**src/rtl/pipe_stage_chain.sv**
```systemverilog
// pipe_stage_chain: DEPTH-stage valid/ready register pipeline with bubble
// collapsing, flush and an occupancy count.
// Optional feature macro: PIPE_STAGE_PERF_EN adds the stall_cnt/xfer_cnt
// performance counters (saturating, cleared only by reset).
module pipe_stage_chain #(
  parameter int WIDTH = 32,
  parameter int DEPTH = 2
) (
  input  logic                           clk,
  input  logic                           reset,
  input  logic                           flush,
  input  logic                           in_valid,
  input  logic [WIDTH-1:0]               in_data,
  output logic                           in_ready,
  output logic                           out_valid,
  output logic [WIDTH-1:0]               out_data,
  input  logic                           out_ready,
  output logic [$clog2(DEPTH+1)-1:0]     occupancy
`ifdef PIPE_STAGE_PERF_EN
  ,
  output logic [31:0]                    stall_cnt,
  output logic [31:0]                    xfer_cnt
`endif
);

  localparam int OCC_W = $clog2(DEPTH+1);

  logic [DEPTH-1:0] v_q;
  logic [DEPTH-1:0] v_d;
  logic [WIDTH-1:0] d_q [DEPTH];
  logic [WIDTH-1:0] d_d [DEPTH];
  logic [DEPTH-1:0] r;

  // Readiness ripples from the output end back to stage 0.
  always_comb begin
    r = '0;
    r[DEPTH-1] = !v_q[DEPTH-1] | out_ready;
    for (int i = DEPTH - 2; i >= 0; i--) begin
      r[i] = !v_q[i] | r[i+1];
    end
  end

  assign in_ready = r[0];

  // Per-stage next state: flush clears, ready stages load (bubbles load as
  // zero payload), stalled stages hold.
  genvar gi;
  generate
    for (gi = 0; gi < DEPTH; gi++) begin : g_stage
      logic             up_v;
      logic [WIDTH-1:0] up_d;
      if (gi == 0) begin : g_src_in
        assign up_v = in_valid;
        assign up_d = in_data;
      end else begin : g_src_prev
        assign up_v = v_q[gi-1];
        assign up_d = d_q[gi-1];
      end
      assign v_d[gi] = flush ? 1'b0 : (r[gi] ? up_v : v_q[gi]);
      assign d_d[gi] = flush ? '0
                     : (r[gi] ? (up_v ? up_d : '0) : d_q[gi]);
    end
  endgenerate

  // Stage registers with synchronous active-low reset.
  always_ff @(posedge clk) begin
    if (!reset) begin
      v_q <= '0;
      for (int i = 0; i < DEPTH; i++) d_q[i] <= '0;
    end else begin
      v_q <= v_d;
      for (int i = 0; i < DEPTH; i++) d_q[i] <= d_d[i];
    end
  end

  assign out_valid = v_q[DEPTH-1];
  assign out_data  = d_q[DEPTH-1];

  // Occupancy is the population count of the registered valid bits.
  always_comb begin
    occupancy = '0;
    for (int i = 0; i < DEPTH; i++) begin
      occupancy = occupancy + OCC_W'(v_q[i]);
    end
  end

`ifdef PIPE_STAGE_PERF_EN
  logic [31:0] stall_cnt_q, stall_cnt_d;
  logic [31:0] xfer_cnt_q,  xfer_cnt_d;

  // Saturating counters; flush deliberately has no effect on them.
  always_comb begin
    stall_cnt_d = stall_cnt_q;
    xfer_cnt_d  = xfer_cnt_q;
    if (out_valid && !out_ready && (stall_cnt_q != 32'hFFFF_FFFF))
      stall_cnt_d = stall_cnt_q + 32'd1;
    if (out_valid && out_ready && (xfer_cnt_q != 32'hFFFF_FFFF))
      xfer_cnt_d = xfer_cnt_q + 32'd1;
  end

  // Counter registers, cleared only by reset.
  always_ff @(posedge clk) begin
    if (!reset) begin
      stall_cnt_q <= '0;
      xfer_cnt_q  <= '0;
    end else begin
      stall_cnt_q <= stall_cnt_d;
      xfer_cnt_q  <= xfer_cnt_d;
    end
  end

  assign stall_cnt = stall_cnt_q;
  assign xfer_cnt  = xfer_cnt_q;
`endif

endmodule

```
**config.mk**
```make
export PLATFORM = sky130hd
export DESIGN_NAME = pipe_stage_chain
export DESIGN_NICKNAME = d
export VERILOG_FILES = /design/src/rtl/pipe_stage_chain.sv
export SDC_FILE = /design/constraint.sdc
export NUM_CORES = 1
export LEC_CHECK = 0
export CAP_MARGIN = 10
export CELL_PAD_IN_SITES_DETAIL_PLACEMENT = 1
export CELL_PAD_IN_SITES_GLOBAL_PLACEMENT = 2
export CORE_MARGIN = 4
export CORE_UTILIZATION = 29
export CTS_CLUSTER_DIAMETER = 50
export DETAILED_ROUTE_END_ITERATION = 12
export GPL_TIMING_DRIVEN = 0
export PLACE_DENSITY_LB_ADDON = 0.1
export SYNTH_ARGS = -nofsm -noshare
export SYNTH_HDL_FRONTEND = slang
export SYNTH_SLANG_ARGS = --single-unit
```
**constraint.sdc**
```tcl
create_clock -name clk -period 1.7 [get_ports clk]
set_input_delay 0.34 -clock clk [delete_from_list [all_inputs] [get_ports clk]]
set_output_delay 0.34 -clock clk [all_outputs]
set_load 0.005 [all_outputs]
```
=== Yosys cells after proc, flatten, opt, wreduce, memory -nomap -nowiden ===
Memories as Yosys holds them, arrays and structs flattened.
Cells that the tools add are included.

* Logic and storage cells: 22
* Bits in read-only memories: 0
* Memory bits (writable): 64
* Bits in registers: 2
* Input port bits: 37
* Latch bits: 0
* Memories: 1

* Add/subtract/negate cells: 1
* Div/mod/pow operators: 0
* Shift operators: 0
* Multiply operators: 0
* Bitwise gates (word level): 5
* Reduce and logical (&&, ||, !) cells: 3
* Magnitude comparators: 0
* Equal/unequal tests: 0
* Muxes and demuxes: 10

{| class="wikitable"
|+ Memory list
! name !! words !! width !! read ports !! clocked after Yosys merged registers in !! write ports !! RTL line !! text
|-
| d_q || 2 || 32 || 2 || 0 || 2 || 30 || <nowiki>logic [WIDTH-1:0] d_q [DEPTH];</nowiki>
|}

{| class="wikitable"
|+ Operators by type and width
! cell !! number
|-
| $mux 32 || 8
|-
| $or 1x1->1 || 4
|-
| $add 1x1->2 || 1
|-
| $logic_not 1->1 || 2
|-
| $mux 1 || 2
|-
| $reduce_or 2->1 || 1
|-
| $not 1->1 || 1
|}

=== Depth between registers and ports, before layout ===
Gate-level depths: netlist of the first run.

* Depth after elaboration: 6
* Gate-level depth with buffers: 7
* Mapped depth without buffers: 4

=== Worst setup path after synthesis of the first run ===
OpenSTA, ideal clock, no wires.

* Path type: reg-to-output
* Start point: register v_q[0]
* End point: output port in_ready
* Required time: 1360 ps
* Slack: 455 ps
* Stages on the path, launching flop included: 6
* Buffers on the path: 3
* Arrival: 905 ps
* Cells stage by stage: dfxtp_1 > buf_6 > and3b_1 > buf_6 > inv_8 > buf_12

* Cells in the longest elaborated chain, start to end: 2

{| class="wikitable"
|+ RTL lines
! what !! RTL line !! text
|-
| start, declared || 28 || <nowiki>logic [DEPTH-1:0] v_q;</nowiki>
|-
| start signal, assigned || 71 || <nowiki>v_q <= v_d;</nowiki>
|-
| $logic_not 1->1 || 39 || <nowiki>r[i] = !v_q[i] | r[i+1];</nowiki>
|-
| $or 1x1->1 || 39 ||
|-
| end, declared || 14 || <nowiki>output logic in_ready,</nowiki>
|}

No other way between the ends.

==> results.txt, run 1 <==
----------------------------------------------------
[Status]
  Result of the run ... finished clean

[Worst setup path]
  Worst path slowest cell ... sky130_fd_sc_hd__clkdlybuf4s50_1
  Startpoint class of the critical path ... flip-flop
  Largest stage delay, worst path ... 0.49 ns
  Maximum fanout along the worst path ... 2
  Reg-to-reg slack, setup ... roughly 0.15 ns
  CP endpoint kind ... primary output
  Reg2reg start ... v_q[0]
  CP Class ... reg2out
  Data required time at the worst endpoint ... between 1 and 1.5 ns
  Series of cell instances along the critical path ... buf_4 -> clkdlybuf4s50_1
  Worst reg2reg endpoint ... d_q[0][29]
  Worst path top cell family by delay ... buffers and inverters
  Arr. time, crit path ... roughly 1.3 ns
  Path depth of the worst reg2reg path ... 8
  Number of buffer and inverter instances along the worst setup path ... 2

[Detailed routing]
  Detail-routed net length per standard cell ... ~15 µm
  Detailed-route via count ... 2486
  Length of routed wiring on met1 ... roughly 3800 µm
  Detail Route met2 WL ... between 3000 and 4000 µm
  Highest Signal Layer ... met4
  Number of violations reported at the end of detailed-routing iteration 0 ... 35
  DRC errors left ... 0
  Detail-routed via count per cell ... roughly 4.5
  Remaining antenna violation count after routing ... 0
  Count of TritonRoute iterations in the first routing pass ... 4
  Total length of routed wires ... around 8300 µm
  Routed length on met3 ... approximately 400 µm

[Flow run]
  Max-capacitance violation count ... 0

[Finish]
  Area used by multi-input combinational logic ... 1190 µm²
  Reg area ... 1330 µm²
  Filler Cell Count ... ~1200
  Antenna diode count ... 0
  Most common cell after layout, fill and taps aside ... sky130_fd_sc_hd__clkdlybuf4s50_1
  Count of nets after finishing ... approximately 460
  Commonest cells after routing, fill and taps aside ... sky130_fd_sc_hd__clkdlybuf4s50_1 (67), sky130_fd_sc_hd__nand2_1 (64), sky130_fd_sc_hd__dfxtp_1 (62)
  Final core occ ... 41.8%
  Layout area overhead ... 39.3%
  Share of layout cells above drive strength 1 ... a little under a third

[Global route]
  Remaining Overflow, GRT ... 0
  Vias in the first global route ... ~2700
  Wire length of the first global-routing pass ... 13500 µm
  Antenna violations before repair ... 0
  Total track usage ... between 10% and 20%
  Maximum number of pins on one net before global-route repair ... 15

[Pwr]
  Total chip power ... between 3 and 4 mW
  Power Dens Cells ... 848 nW/µm²
  Leakage dissipation ... roughly 1.5 nW
  Max IR drop VDD ... approximately 400 µV

[Timing]
  Minimum period implied by the final worst setup slack ... about 1.6 ns
  Worst slew margin relative to its limit ... between 50% and 60%
  Total count of max-transition violations in the final report ... 0
  Hold Vio Cnt, Final ... 0
  Final clock period utilization by the worst path ... 95.6%
  Max Clk Rate ... 616 MHz
  Worst-case clock skew ... 0.00871 ns
  Final setup violation count ... 0
  Pin slew with the least headroom to its limit ... 0.721 ns
  Unrepaired setup endpoints after global routing ... false

[Placement]
  Buffers added on ports ... 71
  Half-perimeter wire length after detailed placement ... just under 6000 µm
  Placer congestion estimate ... around 0.71

[Clock tree]
  Clock tree from TritonCTS ... done
  H-tree Lvls ... 3
  Number of buffers added by the clock tree synthesis step ... 9
  Clock buffer depth ... 2
  Clock transition at the registers of the reported paths ... about 0.080 ns
  Clock tree root driver cell ... sky130_fd_sc_hd__clkbuf_8
  Number of sinks handled by clock tree synthesis ... 66
  Insertion delay to the later sink of the worst-skew pair ... 0.34 ns

[Synth]
  Warning count from the yosys run ... 0
  Instance count of the mapped netlist ... approximately 330
  Syn nets ... between 300 and 400
  Sequential-to-total area share from yosys stat ... 44.6%
  Yosys reg bits ... 66
  Post-synthesis average cell area ... 9.00 µm²
  Synth unique cells ... 18
  Cell area after synthesis ... ~3000 µm²

[Floorplanning]
  Cell Rows ... 36
  Floorplan Core Area ... roughly 9900 µm²
  Initial Util ... between 30% and 40%
  Boundary pin count ... between 70 and 80
  Overall die width ... between 100 and 150 µm
  Die Span Y ... 109 µm
  Area enclosed by the die boundary ... roughly 12000 µm²

[Worst hold path]
  Cells on Worst Hold Path ... 3
  Worst hold path endpoint ... d_q[0][24]
  Worst min path class ... in2reg
  Launch point of the worst hold path ... in_valid

----------------------------------------------------
sequential cells by signal, indices dropped and copies added, names as in the netlist:
register  cells
v_q           2
d_q          64
synth_stat cells, drive strengths merged:
library cell | n | share of area (%)
dfxtp | 66 | 45
a21oi | 64 | 14
nand2 | 64 | 8.1
nand3 | 64 | 16
buf | 50 | 13
clkbuf | 11 | 1.4
nor2 | 4 | 0.51
nand2b | 2 | 0.42
and3b | 1 | 0.30
ha | 1 | 0.42
inv | 1 | 0.38
nor2b | 1 | 0.21
metrics by stage:
step | TNS [ns] | worst slack (ns) | hold slack, ns | instances | area (µm²)
final | 0 | 0.0754 | 0.443 | 555 | 4130
after CTS | -0.0225 | -0.0225 | 0.434 | 549 | 4080
after floorplan | 0 | 0.455 | 0.432 | 329 | 2960
after global placement | -9.38 | -0.590 | 0.440 | 533 | 3840
after global routing | 0 | 0.0133 | 0.464 | 555 | 4130
after detailed placement | -10.80 | -0.594 | 0.445 | 533 | 3840
how the worst max path moves through the flow:
| stage | cells past startpoint | slack, ns | from | endpoint |
|---|---|---|---|---|
| 2_1_floorplan | 5 | 0.46 | v_q[0] | in_ready |
| 3_3_place_gp | 6 | -0.59 | out_ready | in_ready |
| 4_1_cts | 5 | -0.02 | v_q[0] | in_ready |
| 5_1_grt | 2 | 0.01 | d_q[0][55] | out_data[23] |
| 6_report | 2 | 0.08 | d_q[0][53] | out_data[21] |
| 3_5_place_dp | 6 | -0.59 | out_ready | in_ready |
routing by layer:
metal,vias to the layer above,track usage (%)
met2,52,25.1
met4,0,4.06
met3,8,4.26
met5,-,0
met1,1185,19.1
li1,1241,-
report_power, final:
part	internal [mW]	leakage (nW)	switching, mW	total, mW
registers	1.57	0.536	0.0136	1.58
clock network	1.06	0.123	0.608	1.66
logic	0.127	0.819	0.125	0.252
worst reg2reg max path, cell delays in order, from the launching register on:
cell                      delay, ns
sky130_fd_sc_hd__dfxtp_2       0.33
sky130_fd_sc_hd__buf_6         0.11
sky130_fd_sc_hd__and3b_1       0.16
sky130_fd_sc_hd__buf_6         0.14
sky130_fd_sc_hd__inv_12        0.05
sky130_fd_sc_hd__buf_4         0.27
sky130_fd_sc_hd__buf_12        0.19
sky130_fd_sc_hd__nand3_2       0.09
sky130_fd_sc_hd__a21oi_2       0.14
logic make-up after synthesis:
logic type                 Yosys count  synth area share [%]
AOI/OAI and AO/OA                   64                  14.5
adders and majority gates            1                 0.423
buffers and inverters               62                  15.2
DFF                                 66                  44.6
and+or+nand+nor                    136                  25.3
final cells by class:
type,count,area share [%]
clock inverter,4,2.37
inverter,1,0.394
sequential,66,32.2
clock buffer,12,3.76
multi-input combinational,201,28.8
tap,133,4.03
timing repair buffer,78,18.3
buffer,60,10.2
what timing repair did:
item,in CTS,in global routing
hold buffers,0,0
endpoints found under the setup margin,3,6
buffers inserted,1,6
resized for setup,8,5
Power figures use the tool's default switching activity.
==> inputs of run 2 (changes only) <==
--- a/config.mk
+++ b/config.mk
@@ -11,6 +11,7 @@
 export CORE_MARGIN = 4
 export CORE_UTILIZATION = 29
 export CTS_CLUSTER_DIAMETER = 50
+export CTS_CLUSTER_SIZE = 12
 export DETAILED_ROUTE_END_ITERATION = 12
 export GPL_TIMING_DRIVEN = 0
 export PLACE_DENSITY_LB_ADDON = 0.1
==> constraint.sdc (replaced) <==
create_clock -name clk -period 1.8 [get_ports clk]
set_input_delay 0.36 -clock clk [delete_from_list [all_inputs] [get_ports clk]]
set_output_delay 0.36 -clock clk [all_outputs]
set_load 0.005 [all_outputs]
==> run 2 against run 1 <==
Compared with the run above:
- die area did not move
- register-to-register slack better by 0.09 ns
- hold slack improved by 0.0093 ns
- cell count down 0.54%
- clock power is 5% lower
- clock skew rose by 0.0017 ns
- global-route usage unchanged
- clock-buffer cell count unchanged
- critical endpoint is now in_ready
- largest cell class unchanged
- largest power group unchanged
- highest routed layer unchanged
==> results.txt, run 2 (synthesis results as in run 1) <==
----------------------------------------------------
[Status]
  Result of the run ... finished clean

[Worst setup path]
  Largest stage delay, worst path ... 0.33 ns
  Arr. time, crit path ... approximately 1.3 ns
  CP Class ... reg2out
  CP endpoint kind ... primary output
  Worst path slowest cell ... sky130_fd_sc_hd__dfxtp_2
  Maximum fanout along the worst path ... 7
  Data required time at the worst endpoint ... around 1.4 ns
  Series of cell instances along the critical path ... buf_6 -> and3b_1 -> buf_6 -> inv_12 -> clkdlybuf4s15_1
  Startpoint class of the critical path ... flip-flop
  Most numerous cell on the critical path ... sky130_fd_sc_hd__buf_6

[Pwr]
  Power Dens Cells ... roughly 800 nW/µm²
  Portion of total power attributed to sequential cells ... around 45%
  Max IR drop VDD ... 378 µV
  Internal portion of total power ... between 2 and 3 mW
  Clock group share of total power ... 47.7%
  Sw frac ... a little over a fifth
  Leakage dissipation ... 1.47 nW
  Reported net switching power ... 707 µW
  Combinational power share ... under 10%

[Global route]
  Remaining Overflow, GRT ... 0
  Maximum number of pins on one net before global-route repair ... 15
  Total track usage ... 15.1%
  Vias in the first global route ... about 2700
  Antenna violations before repair ... 0
  Wire length of the first global-routing pass ... approximately 14000 µm

[Finish]
  Most common cell after layout, fill and taps aside ... sky130_fd_sc_hd__clkdlybuf4s50_1
  Antenna diode count ... 0
  Layout area overhead ... 38.8%
  Most flop-heavy register ... d_q
  Finished layout cell area ... 4110 µm²
  Max reg flops ... 64
  Leading registers by flop count ... d_q x64, v_q x2
  Commonest cells after routing, fill and taps aside ... sky130_fd_sc_hd__clkdlybuf4s50_1 (67), sky130_fd_sc_hd__nand2_1 (64), sky130_fd_sc_hd__dfxtp_1 (64)
  Share of layout cells above drive strength 1 ... 30.5%
  Count of nets after finishing ... 452
  Filler Cell Count ... approximately 1200

[Timing]
  Minimum period implied by the final worst setup slack ... between 1.5 and 2 ns
  Pin slew with the least headroom to its limit ... ~0.74 ns
  Hold Vio Cnt, Final ... 0
  Final setup margin ... between 0.1 and 0.15 ns
  Setup Total Neg Slack ... 0 ns
  Worst hold slack after final layout ... between 0.4 and 0.5 ns
  Final setup violation count ... 0
  Final clock period utilization by the worst path ... 94.0%
  Max Clk Rate ... ~600 MHz
  Unrepaired setup endpoints after global routing ... false
  Total count of max-transition violations in the final report ... 0
  Worst slew margin relative to its limit ... 50.4%
  Worst-case clock skew ... 0.0104 ns

[Placement]
  Placer congestion estimate ... slightly above 0.7
  Half-perimeter wire length after detailed placement ... roughly 5900 µm
  Worst slack at placement ... -0.534 ns
  Cell Area, Placed ... ~3800 µm²
  Buffers added on ports ... between 70 and 80

[Clock tree]
  Insertion delay to the later sink of the worst-skew pair ... ~0.34 ns
  Number of buffers added by the clock tree synthesis step ... 9
  Clock buffer depth ... 2
  Number of sinks handled by clock tree synthesis ... 66
  Clock transition at the registers of the reported paths ... roughly 0.07 ns
  Clock tree from TritonCTS ... done
  Clock tree root driver cell ... sky130_fd_sc_hd__clkbuf_8
  H-tree Lvls ... 3

[Detailed routing]
  Count of TritonRoute iterations in the first routing pass ... 4
  Total length of routed wires ... 8240 µm
  Number of violations reported at the end of detailed-routing iteration 0 ... slightly above 40
  Remaining antenna violation count after routing ... 0
  DRC errors left ... 0
  Detail-routed via count per cell ... 4.48
  Detail-routed net length per standard cell ... between 10 and 15 µm
  Detailed-route via count ... around 2500

[Floorplanning]
  Die Span Y ... 109 µm
  Cell Rows ... 36
  Initial Util ... between 30% and 40%
  Area enclosed by the die boundary ... 11900 µm²
  Boundary pin count ... 73
  Overall die width ... approximately 110 µm
  Floorplan Core Area ... between 9000 and 10000 µm²

[Worst hold path]
  Worst min path class ... reg2reg

[Flow run]
  Max-capacitance violation count ... 0

----------------------------------------------------
[run 2: final cells by class]
cell class	instances	area (µm²)	share of cell area, %
Multi-Input combinational cell	201	1190	29.0
Sequential cell	66	1320	32.2
Timing Repair Buffer	75	741	18.0
Tap cell	133	166	4.05
Clock buffer	12	155	3.78
Buffer	60	418	10.2
Inverter	1	16.3	0.396
Clock inverter	4	97.6	2.38
[run 2: what timing repair did]
item / 4_1_cts / 5_1_grt
hold buffers: 0 / 0
resized for setup: 7 / 1
endpoints found under the setup margin: 3 / 2
buffers inserted: 1 / 3
hold endpoints to repair: 0 / 0
[run 2: per-stage QoR]
stage | total power [mW] | util [%] | instances
2_1_floorplan | 1.64 | - | 329
3_3_place_gp | 1.77 | 38.9 | 533
3_5_place_dp | 1.77 | 38.9 | 533
4_1_cts | 3.35 | 41.4 | 549
5_1_grt | 3.44 | 41.6 | 552
6_report | 3.30 | 41.6 | 552
[run 2: critical path: cells and delay by family (launching register included)]
kind | cells | cell delay (ns)
flops | 1 | 0.33
buf+inv | 4 | 0.51
simple gates | 1 | 0.16
[run 2: final timing paths]
| check | from | endpoint | slack (ns) | cells after the start |
|---|---|---|---|---|
| worst max-delay path | v_q[0] | in_ready | 0.11 | 5 |
| worst min-delay path | d_q[0][36] | d_q[0][36] | 0.45 | 2 |
| worst max register to register | v_q[0] | d_q[0][29] | 0.24 | 8 |
| worst min register to register | d_q[0][36] | d_q[0][36] | 0.45 | 2 |
[run 2: metal layers]
| metal | up-vias | global-route usage, % | share of wire [%] |
|---|---|---|---|
| li1 | 1233 | - | - |
| met1 | 1180 | 19.1 | 46 |
| met2 | 52 | 25.1 | 48 |
| met3 | 8 | 4.26 | 4.5 |
| met4 | 0 | 4.06 | 0.99 |
| met5 | - | 0 | 0 |
[run 2: power by group through the flow]
stage / Sequential (mW) / Combinational, mW / Clock (mW)
2_1_floorplan: 1.52 / 0.113 / 0
3_3_place_gp: 1.53 / 0.239 / 0
3_5_place_dp: 1.53 / 0.242 / 0
4_1_cts: 1.49 / 0.241 / 1.62
5_1_grt: 1.50 / 0.257 / 1.68
6_report: 1.49 / 0.234 / 1.57
